--- config.mk ---
export PLATFORM = sky130hd
export DESIGN_NAME = game_timer_bcd_flat
export DESIGN_NICKNAME = d
export VERILOG_FILES = /design/src/rtl/game_timer_bcd_if.sv /design/src/rtl/game_timer_bcd.sv /design/src/flat_wrapper.sv
export SDC_FILE = /design/constraint.sdc
export NUM_CORES = 1
export LEC_CHECK = 0
export CORE_ASPECT_RATIO = 2
export CORE_MARGIN = 3
export CORE_UTILIZATION = 25
export CTS_CLUSTER_DIAMETER = 100
export CTS_CLUSTER_SIZE = 24
export DETAILED_ROUTE_END_ITERATION = 8
export PLACE_DENSITY = 0.49
export SYNTH_ARGS = -nofsm -noshare
export SYNTH_HDL_FRONTEND = slang
export SYNTH_SLANG_ARGS = --single-unit
--- constraint.sdc ---
create_clock -name ClockIn -period 5.69 [get_ports ClockIn]
set_input_delay 0.569 -clock ClockIn [delete_from_list [all_inputs] [get_ports ClockIn]]
set_output_delay 0.569 -clock ClockIn [all_outputs]
set_load 0.01 [all_outputs]
--- src/rtl/game_timer_bcd_if.sv ---
// rtl/game_timer_bcd_if.sv - control and display bundle between game FSM and BCD timer
interface game_timer_bcd_if #(
    parameter int DIGITS = 2
);
    logic                  Load;
    logic [4*DIGITS-1:0]   LoadValue;
    logic                  CountUp;
    logic                  Start;
    logic                  Pause;
    logic [1:0]            Speed;
    logic [4*DIGITS-1:0]   BcdValue;
    logic                  Running;
    logic                  Done;
    logic                  Expired;
    logic                  Tick;

    modport master (
        output Load, LoadValue, CountUp, Start, Pause, Speed,
        input  BcdValue, Running, Done, Expired, Tick
    );

    modport slave (
        input  Load, LoadValue, CountUp, Start, Pause, Speed,
        output BcdValue, Running, Done, Expired, Tick
    );
endinterface

--- src/rtl/game_timer_bcd.sv ---
// rtl/game_timer_bcd.sv - DIGITS-wide BCD up/down game timer with pause and tick-rate select
module game_timer_bcd #(
    parameter int CLOCK_FREQUENCY = 50000000,
    parameter int DIGITS          = 2
) (
    input  logic             ClockIn,
    input  logic             Reset,
    game_timer_bcd_if.slave  bus
);
    localparam int W  = 4 * DIGITS;
    localparam int PW = $clog2(CLOCK_FREQUENCY);

    typedef enum logic [1:0] {S_IDLE, S_RUN, S_PAUSED, S_DONE} state_t;

    state_t          r_state;
    logic [W-1:0]    r_value;
    logic [W-1:0]    r_limit;
    logic            r_count_up;
    logic [PW-1:0]   r_presc;
    logic            r_running;
    logic            r_done;
    logic            r_expired;
    logic            r_tick;

    logic [W-1:0]    w_load_value;
    logic [W-1:0]    w_stepped;
    logic            w_term_now;
    logic            w_term_step;

    function automatic logic [W-1:0] bcd_clamp(input logic [W-1:0] v);
        logic [W-1:0] res;
        res = v;
        for (int i = 0; i < DIGITS; i++)
            if (v[4*i +: 4] > 4'd9) res[4*i +: 4] = 4'd9;
        return res;
    endfunction

    function automatic logic [W-1:0] bcd_inc(input logic [W-1:0] v);
        logic [W-1:0] res;
        logic         carry;
        res   = v;
        carry = 1'b1;
        for (int i = 0; i < DIGITS; i++) begin
            if (carry) begin
                if (v[4*i +: 4] == 4'd9) begin
                    res[4*i +: 4] = 4'd0;
                end else begin
                    res[4*i +: 4] = v[4*i +: 4] + 4'd1;
                    carry         = 1'b0;
                end
            end
        end
        return res;
    endfunction

    function automatic logic [W-1:0] bcd_dec(input logic [W-1:0] v);
        logic [W-1:0] res;
        logic         borrow;
        res    = v;
        borrow = 1'b1;
        for (int i = 0; i < DIGITS; i++) begin
            if (borrow) begin
                if (v[4*i +: 4] == 4'd0) begin
                    res[4*i +: 4] = 4'd9;
                end else begin
                    res[4*i +: 4] = v[4*i +: 4] - 4'd1;
                    borrow        = 1'b0;
                end
            end
        end
        return res;
    endfunction

    function automatic logic [PW-1:0] reload(input logic [1:0] spd);
        return PW'((CLOCK_FREQUENCY >> spd) - 1);
    endfunction

    assign w_load_value = bcd_clamp(bus.LoadValue);
    assign w_stepped    = r_count_up ? bcd_inc(r_value) : bcd_dec(r_value);
    assign w_term_now   = r_count_up ? (r_value == r_limit)   : (r_value == '0);
    assign w_term_step  = r_count_up ? (w_stepped == r_limit) : (w_stepped == '0);

    always_ff @(posedge ClockIn) begin
        if (Reset) begin
            r_state    <= S_IDLE;
            r_value    <= '0;
            r_limit    <= '0;
            r_count_up <= 1'b0;
            r_presc    <= '0;
            r_running  <= 1'b0;
            r_done     <= 1'b0;
            r_expired  <= 1'b0;
            r_tick     <= 1'b0;
        end else begin
            r_tick    <= 1'b0;
            r_expired <= 1'b0;
            if (bus.Load) begin
                r_state    <= S_IDLE;
                r_count_up <= bus.CountUp;
                r_running  <= 1'b0;
                r_done     <= 1'b0;
                if (bus.CountUp) begin
                    r_value <= '0;
                    r_limit <= w_load_value;
                end else begin
                    r_value <= w_load_value;
                end
            end else begin
                case (r_state)
                    S_IDLE: begin
                        if (bus.Start) begin
                            if (w_term_now) begin
                                r_state   <= S_DONE;
                                r_done    <= 1'b1;
                                r_expired <= 1'b1;
                            end else begin
                                r_state   <= S_RUN;
                                r_running <= 1'b1;
                                r_presc   <= reload(bus.Speed);
                            end
                        end
                    end
                    S_RUN: begin
                        // The pause edge still consumes one prescaler cycle but never steps.
                        if (bus.Pause && !bus.Start) begin
                            r_state   <= S_PAUSED;
                            r_running <= 1'b0;
                            if (r_presc != '0) r_presc <= r_presc - PW'(1);
                        end else if (r_presc == '0) begin
                            r_value <= w_stepped;
                            r_tick  <= 1'b1;
                            r_presc <= reload(bus.Speed);
                            if (w_term_step) begin
                                r_state   <= S_DONE;
                                r_running <= 1'b0;
                                r_done    <= 1'b1;
                                r_expired <= 1'b1;
                            end
                        end else begin
                            r_presc <= r_presc - PW'(1);
                        end
                    end
                    S_PAUSED: begin
                        if (bus.Start) begin
                            r_state   <= S_RUN;
                            r_running <= 1'b1;
                        end
                    end
                    S_DONE: begin
                    end
                    default: r_state <= S_IDLE;
                endcase
            end
        end
    end

    assign bus.BcdValue = r_value;
    assign bus.Running  = r_running;
    assign bus.Done     = r_done;
    assign bus.Expired  = r_expired;
    assign bus.Tick     = r_tick;
endmodule
--- src/flat_wrapper.sv ---
// flat-port wrapper written by rule: the top's interface ports become plain ports
module game_timer_bcd_flat 
#(
    parameter int CLOCK_FREQUENCY = 50000000,
    parameter int DIGITS          = 2
)
  (ClockIn, Reset, bus_Load, bus_LoadValue, bus_CountUp, bus_Start, bus_Pause, bus_Speed, bus_BcdValue, bus_Running, bus_Done, bus_Expired, bus_Tick);
  game_timer_bcd_if #(.DIGITS(DIGITS)) bus_i ();
  input  logic ClockIn;
  input  logic Reset;
  input wire logic [$bits(bus_i.Load)-1:0] bus_Load;
  input wire logic [$bits(bus_i.LoadValue)-1:0] bus_LoadValue;
  input wire logic [$bits(bus_i.CountUp)-1:0] bus_CountUp;
  input wire logic [$bits(bus_i.Start)-1:0] bus_Start;
  input wire logic [$bits(bus_i.Pause)-1:0] bus_Pause;
  input wire logic [$bits(bus_i.Speed)-1:0] bus_Speed;
  output wire logic [$bits(bus_i.BcdValue)-1:0] bus_BcdValue;
  output wire logic [$bits(bus_i.Running)-1:0] bus_Running;
  output wire logic [$bits(bus_i.Done)-1:0] bus_Done;
  output wire logic [$bits(bus_i.Expired)-1:0] bus_Expired;
  output wire logic [$bits(bus_i.Tick)-1:0] bus_Tick;
  assign bus_i.Load = bus_Load;
  assign bus_i.LoadValue = bus_LoadValue;
  assign bus_i.CountUp = bus_CountUp;
  assign bus_i.Start = bus_Start;
  assign bus_i.Pause = bus_Pause;
  assign bus_i.Speed = bus_Speed;
  assign bus_BcdValue = bus_i.BcdValue;
  assign bus_Running = bus_i.Running;
  assign bus_Done = bus_i.Done;
  assign bus_Expired = bus_i.Expired;
  assign bus_Tick = bus_i.Tick;
  game_timer_bcd #(.CLOCK_FREQUENCY(CLOCK_FREQUENCY), .DIGITS(DIGITS)) u_core (.ClockIn(ClockIn), .Reset(Reset), .bus(bus_i));
endmodule
* Yosys cells after proc, flatten, opt, wreduce, memory -nomap -nowiden
Cells that the tools add are included.
Word-level totals: flip-flop bits (word level) 49, input port bits 16, output and inout bits 12, word-level logic and storage cells 109
Cells by class: reduce and logical (&&, ||, !) cells 21, add/sub/neg operators 6, bitwise operators 2, order comparisons 2, mux-type cells 51, equal/unequal tests 17, shift operators 1
Operator list (number):
- $mux W26 | 5
- $pmux W26 S2 | 1
- $mux W8 | 6
- $mux W4 | 8
- $logic_not A26 Y1 | 1
- $reduce_bool A26 Y1 | 1
- $shr A26 B2 Y26 const A | 1
- $sub A26 B1 Y26 const B | 1
- $sub A26 B2 Y26 const B | 1
- $mux W1 | 21
- $eq A8 B8 Y1 | 2
- $logic_not A8 Y1 | 2
- $mux W2 | 6
- $reduce_and A6 Y1 | 2
- $ne A2 B2 Y1 const B | 5
- $reduce_and A5 Y1 | 2
- $add A4 B1 Y4 const B | 2
- $eq A4 B4 Y1 const B | 2
- $gt A4 B4 Y1 const B | 2
- $logic_not A4 Y1 | 2
- $sub A4 B1 Y4 const B | 2
- $ne A2 B1 Y1 const B | 3
- $ne A3 B1 Y1 const B | 2
- $pmux W2 S3 | 1
- 15 further kinds | 19

* Depth between registers and ports, before layout
depth after elaboration 10, mapped depth 11, gate-level depth less buffers 10

* Least setup slack after synthesis
No wires, ideal clock.
path type register to register, start register u_core.r_value[3], in the netlist u_core.bus.BcdValue[3], end register u_core.r_state[1], buffers on the path 1, clock period less this slack 2.561 ns, setup time 0.087 ns, arrival 2.474 ns, setup slack 3.129 ns, cell stages (with the launch flop) 10, required time 5.603 ns, path through dfxtp_1 > buf_6 > or4_4 > or3_4 > and3_4 > o211ai_2 > nand4_1 > o211a_1 > or4_1 > o31ai_1
Between the ends: longest elaborated chain between the ends 8, elaborated cells between the ends (all ways) 22, classes of those cells 2 x add/sub; 4 x eq/ne; 12 x mux; 4 x reduce/logical
RTL lines:
- start, declared | RTL line game_timer_bcd.sv:16 | logic [W-1:0] r_value;
- start signal, assigned | RTL line game_timer_bcd.sv:106 | r_value <= w_load_value;
- start signal, assigned | RTL line game_timer_bcd.sv:130 | r_value <= w_stepped;
- branches (longest 8 deep; another with $sub A4 B1 Y4)
- end signal, assigned | RTL line game_timer_bcd.sv:85 | r_state <= S_IDLE;
- end signal, assigned | RTL line game_timer_bcd.sv:98 | r_state <= S_IDLE;
- end signal, assigned | RTL line game_timer_bcd.sv:113 | r_state <= S_DONE;
- end, declared | RTL line game_timer_bcd.sv:15 | state_t r_state;
Several ways; the timed one is not identified. The select of a mux whose other input is x is not followed. A chain may end at the register's enable or synchronous reset.

* Worst setup path after layout
start register u_core.r_value[1], in the netlist u_core.bus.BcdValue[1], end register u_core.r_presc[18]
Between the ends: longest elaborated chain between the ends 4, elaborated cells between the ends (all ways) 5, classes of those cells 2 x eq/ne; 1 x mux; 2 x reduce/logical
RTL lines:
- $eq A8 B8 Y1 / $logic_not A8 Y1 (equally long branches) | RTL line game_timer_bcd.sv:80 | assign w_term_now = r_count_up ? (r_value == r_limit) : (r_value == '0);
- $mux W1 * | RTL line game_timer_bcd.sv:80
- $ne A2 B2 Y1 (no source line) *
- $reduce_and A5 Y1 (no source line) *
- end signal, assigned | RTL line game_timer_bcd.sv:119 | r_presc <= reload(bus.Speed);
- end signal, assigned | RTL line game_timer_bcd.sv:128 | if (r_presc != '0) r_presc <= r_presc - PW'(1);
- end signal, assigned | RTL line game_timer_bcd.sv:132 | r_presc <= reload(bus.Speed);
- end, declared | RTL line game_timer_bcd.sv:19 | logic [PW-1:0] r_presc;
Every way passes the cells marked *; elsewhere a longest branch is shown, timed or not.

==> out/qor.csv <==
stage,metric,value,unit
critical_path,crit path max fanout,22,
clock_tree,H-tree levels,2,
critical_path,reg2reg end,u_core.r_presc[18]$_SDFFE_PP0P_,
clock_tree,postcts setup bufs,0,
timing,skew final,9.03,ps
run,MaxCap Viol Count,0,
clock_tree,"Clk Latency, worst-skew pair",300,ps
routing,Pre-Repair DR Iteration Count,5,
synth,cell area after synthesis,0.00354,sq mm
min_path,hold path cells,2,
synth,YS warnings,0,
synth,Syn Nets,499,
timing,setup violators final,0,
critical_path,reg2reg start,u_core.bus.BcdValue[1]$_SDFFE_PP0P_,
clock_tree,CTS tree,yes,
power_and_ir_drop,clock share of power,0.341,
power_and_ir_drop,cell-internal power,757,uW
power_and_ir_drop,Comb pwr share,0.303,
clock_tree,maximum clock path buffer count,2,
synth,distinct cell type count after synthesis,66,
clock_tree,post-cts resize count,0,
routing,Via Count,3521,
placed_design,Final GP Congestion,0.827,
synth,cells after synthesis,477,
floorplan,die width,90.2,um
clock_tree,CTS buffer count,5,
clock_tree,Worst-path clk slew,70,ps
placed_design,DP HPWL,8100,um
layout,area growth from synthesis to layout,16.1,%
layout,Filler cells,1535,
timing,Worst Tran Pin Value,944,ps
timing,post-route setup slack,2460,ps
routing,via-per-instance ratio,5.26,
critical_path,worst path cell trace,"xor2_1, or4_1, o31ai_1, o21a_1, nor2_1, nand2_1, o21ai_0, a21oi_1",
global_route,vias in the first global route,3660,
timing,Fmax,0.310,GHz
layout,final net count,504,
routing,DRT antenna net count,0,
power_and_ir_drop,Reg power frac,0.356,
timing,max_slew headroom,0.371,
timing,RSZ-0062 raised after global routing,false,
synth,Post-synth ARST share,0,
power_and_ir_drop,peak supply drop,135,uV
min_path,HP Start,u_core.r_presc[11]$_SDFFE_PP0P_,
global_route,initial antenna violation count,0,
status,status,"complete, no violations",
critical_path,internal reg-to-reg setup slack,2460,ps
floorplan,Die Y-Extent,174,um
clock_tree,Sink Count,49,
critical_path,CP top delay family,compound AO/OA/AOI/OAI gates,
routing,WL/cell,16.1,um
placed_design,# port buffers,27,
synth,sequential area share after synthesis,0.277,
timing,Tcrit/Tclk final,0.567,
critical_path,Critical path buffers and inverters,0,
layout,Antenna Cells,0,
power_and_ir_drop,static leakage,1.40,nW
layout,layout cells sized above 1,0.0725,
timing,"Slew Viols, Final",0,
global_route,total track usage,0.140,
timing,Hold Slack,460,ps
min_path,Hold WC Path Type,reg2reg,
critical_path,largest stage delay on the critical path,790,ps
clock_tree,Clock Tree Root,clkbuf_16,
critical_path,CP Data Arrival Time,3440,ps
synth,Most used DFF post-synth,dfxtp_1,
routing,total routed wirelength,10800,um
power_and_ir_drop,switching part of the total,0.339,
critical_path,WP data required,5900,ps
placed_design,post-place setup slack,2480,ps
critical_path,path type of the worst setup path,reg2reg,
power_and_ir_drop,Power Dens Cells,278,mW/mm^2
floorplan,die area,0.0157,sq mm
routing,DRT iter0 DRCs,136,
timing,Final min period,3230,ps
global_route,largest net degree at the start of global routing,47,
min_path,Hold EP,u_core.r_presc[11]$_SDFFE_PP0P_,
timing,setup TNS,0,ps
synth,Mean Syn Cell Area,7.43,sq um
floorplan,core region area,0.0137,sq mm
floorplan,Starting Density,0.259,
synth,number of synthesized flops with an enable pin,0,
floorplan,# rows,60,
critical_path,"Slowest-stage cell, CP",dfxtp_1,
clock_tree,"Hold-fix buffers, CTS",0,
critical_path,startpoint types,flop,
critical_path,reg2reg path depth,8,
global_route,global route overflow,0,
floorplan,I/O pins,28,
global_route,first-pass GRT wire length,17900,um
timing,final hold vios,0,
power_and_ir_drop,Sw Pwr,389,uW
critical_path,crit path capture type,flop,
routing,DRC viols,0,
synth,"flops & latches, synth",49,
[power by group through the flow]
stage	logic, mW	registers (mW)	clock network [mW]
2_1_floorplan	0.262	0.400	0
3_3_place_gp	0.346	0.415	0
3_5_place_dp	0.347	0.415	0
4_1_cts	0.349	0.407	0.403
5_1_grt	0.390	0.412	0.416
6_report	0.347	0.408	0.390
[flip-flops by register name, summed over array words and instances (netlist names)]
signal	cells
u_core.r_count_up	1
u_core.bus.Running	1
u_core.bus.BcdValue	8
u_core.bus.Tick	1
u_core.r_state	2
u_core.r_limit	8
u_core.r_presc	26
u_core.bus.Done	1
u_core.bus.Expired	1
[cells by family after synthesis]
family	share of synthesized area
compound gates	0.257
xor+xnor	0.0569
fa+ha+maj	0.0212
buf+inv	0.0601
flops	0.277
mux	0.0113
simple gates	0.316
[final cells by class]
cell class,instances,area (sq um),area share
repair buffers,30,288,0.0700
multi-input cells,379,2350,0.572
flip-flops and latches,49,981,0.238
clock buffers,5,125,0.0304
clock inverters,3,68.8,0.0167
well taps,186,233,0.0566
inverters,17,63.8,0.0155
[cells in the mapped netlist, drive strengths merged, types with 5 or more instances]
cell type / count / share of area
dfxtp: 49 / 0.28
a211oi: 5 / 0.015
nand2: 37 / 0.039
nor2b: 6 / 0.011
nor3: 21 / 0.030
and2: 5 / 0.0088
clkbuf: 16 / 0.017
o21ai: 38 / 0.058
nand4: 9 / 0.016
buf: 16 / 0.025
ha: 6 / 0.021
nand2b: 10 / 0.018
a21oi: 48 / 0.068
o31ai: 5 / 0.011
o21a: 9 / 0.019
nor3b: 6 / 0.014
xnor2: 11 / 0.027
or3: 8 / 0.018
nand3b: 6 / 0.013
nor4: 7 / 0.012
or2: 6 / 0.011
or4: 5 / 0.013
xor2: 12 / 0.030
inv: 16 / 0.017
nor2: 51 / 0.059
nand3: 18 / 0.025
[through the flow]
step,instances,instance area (sq um),power (mW),util
after global routing,669,4110,1.22,0.301
after floorplan,477,3540,0.663,-
after detailed placement,661,3920,0.762,0.287
final,669,4110,1.15,0.301
after CTS,669,4110,1.16,0.301
after global placement,661,3920,0.761,0.287
[tightest hold or removal path: cells and delay by family (launching register included)]
kind	cells	cell delay, ps
DFF	1	310
and+or+nand+nor	1	50
AOI/OAI and AO/OA	1	50
[worst max path at each step]
stage	from	endpoint	slack (ps)	cells past startpoint
after floorplan	u_core.bus.BcdValue[3]$_SDFFE_PP0P_	u_core.r_state[1]$_SDFFE_PP0P_	3130	9
after global placement	u_core.bus.BcdValue[1]$_SDFFE_PP0P_	u_core.r_presc[21]$_SDFFE_PP0P_	2460	8
after detailed placement	u_core.bus.BcdValue[1]$_SDFFE_PP0P_	u_core.r_presc[21]$_SDFFE_PP0P_	2480	8
after CTS	u_core.bus.BcdValue[1]$_SDFFE_PP0P_	u_core.r_presc[20]$_SDFFE_PP0P_	2450	9
after global routing	u_core.bus.BcdValue[1]$_SDFFE_PP0P_	u_core.r_presc[21]$_SDFFE_PP0P_	2120	8
final	u_core.bus.BcdValue[1]$_SDFFE_PP0P_	u_core.r_presc[18]$_SDFFE_PP0P_	2460	8
[cells in the final DEF, fill, tap and decap left out, types with 11 or more instances in the layout]
cell             instances
a21oi_1                 48
nand2_1                 37
o21ai_0                 26
xnor2_1                 11
inv_1                   16
dfxtp_1                 49
clkdlybuf4s50_1         26
xor2_1                  12
nor3_1                  21
nor2_1                  50
nand3_1                 18
[metal layers]
metal	vias up	global-route usage	share of wire
met5	-	0	0
met4	0	0.0831	0.047
met3	33	0.0147	0.021
met2	76	0.284	0.57
met1	1671	0.129	0.37
li1	1741	-	-
No activity file was read; power rests on OpenSTA's default activity.
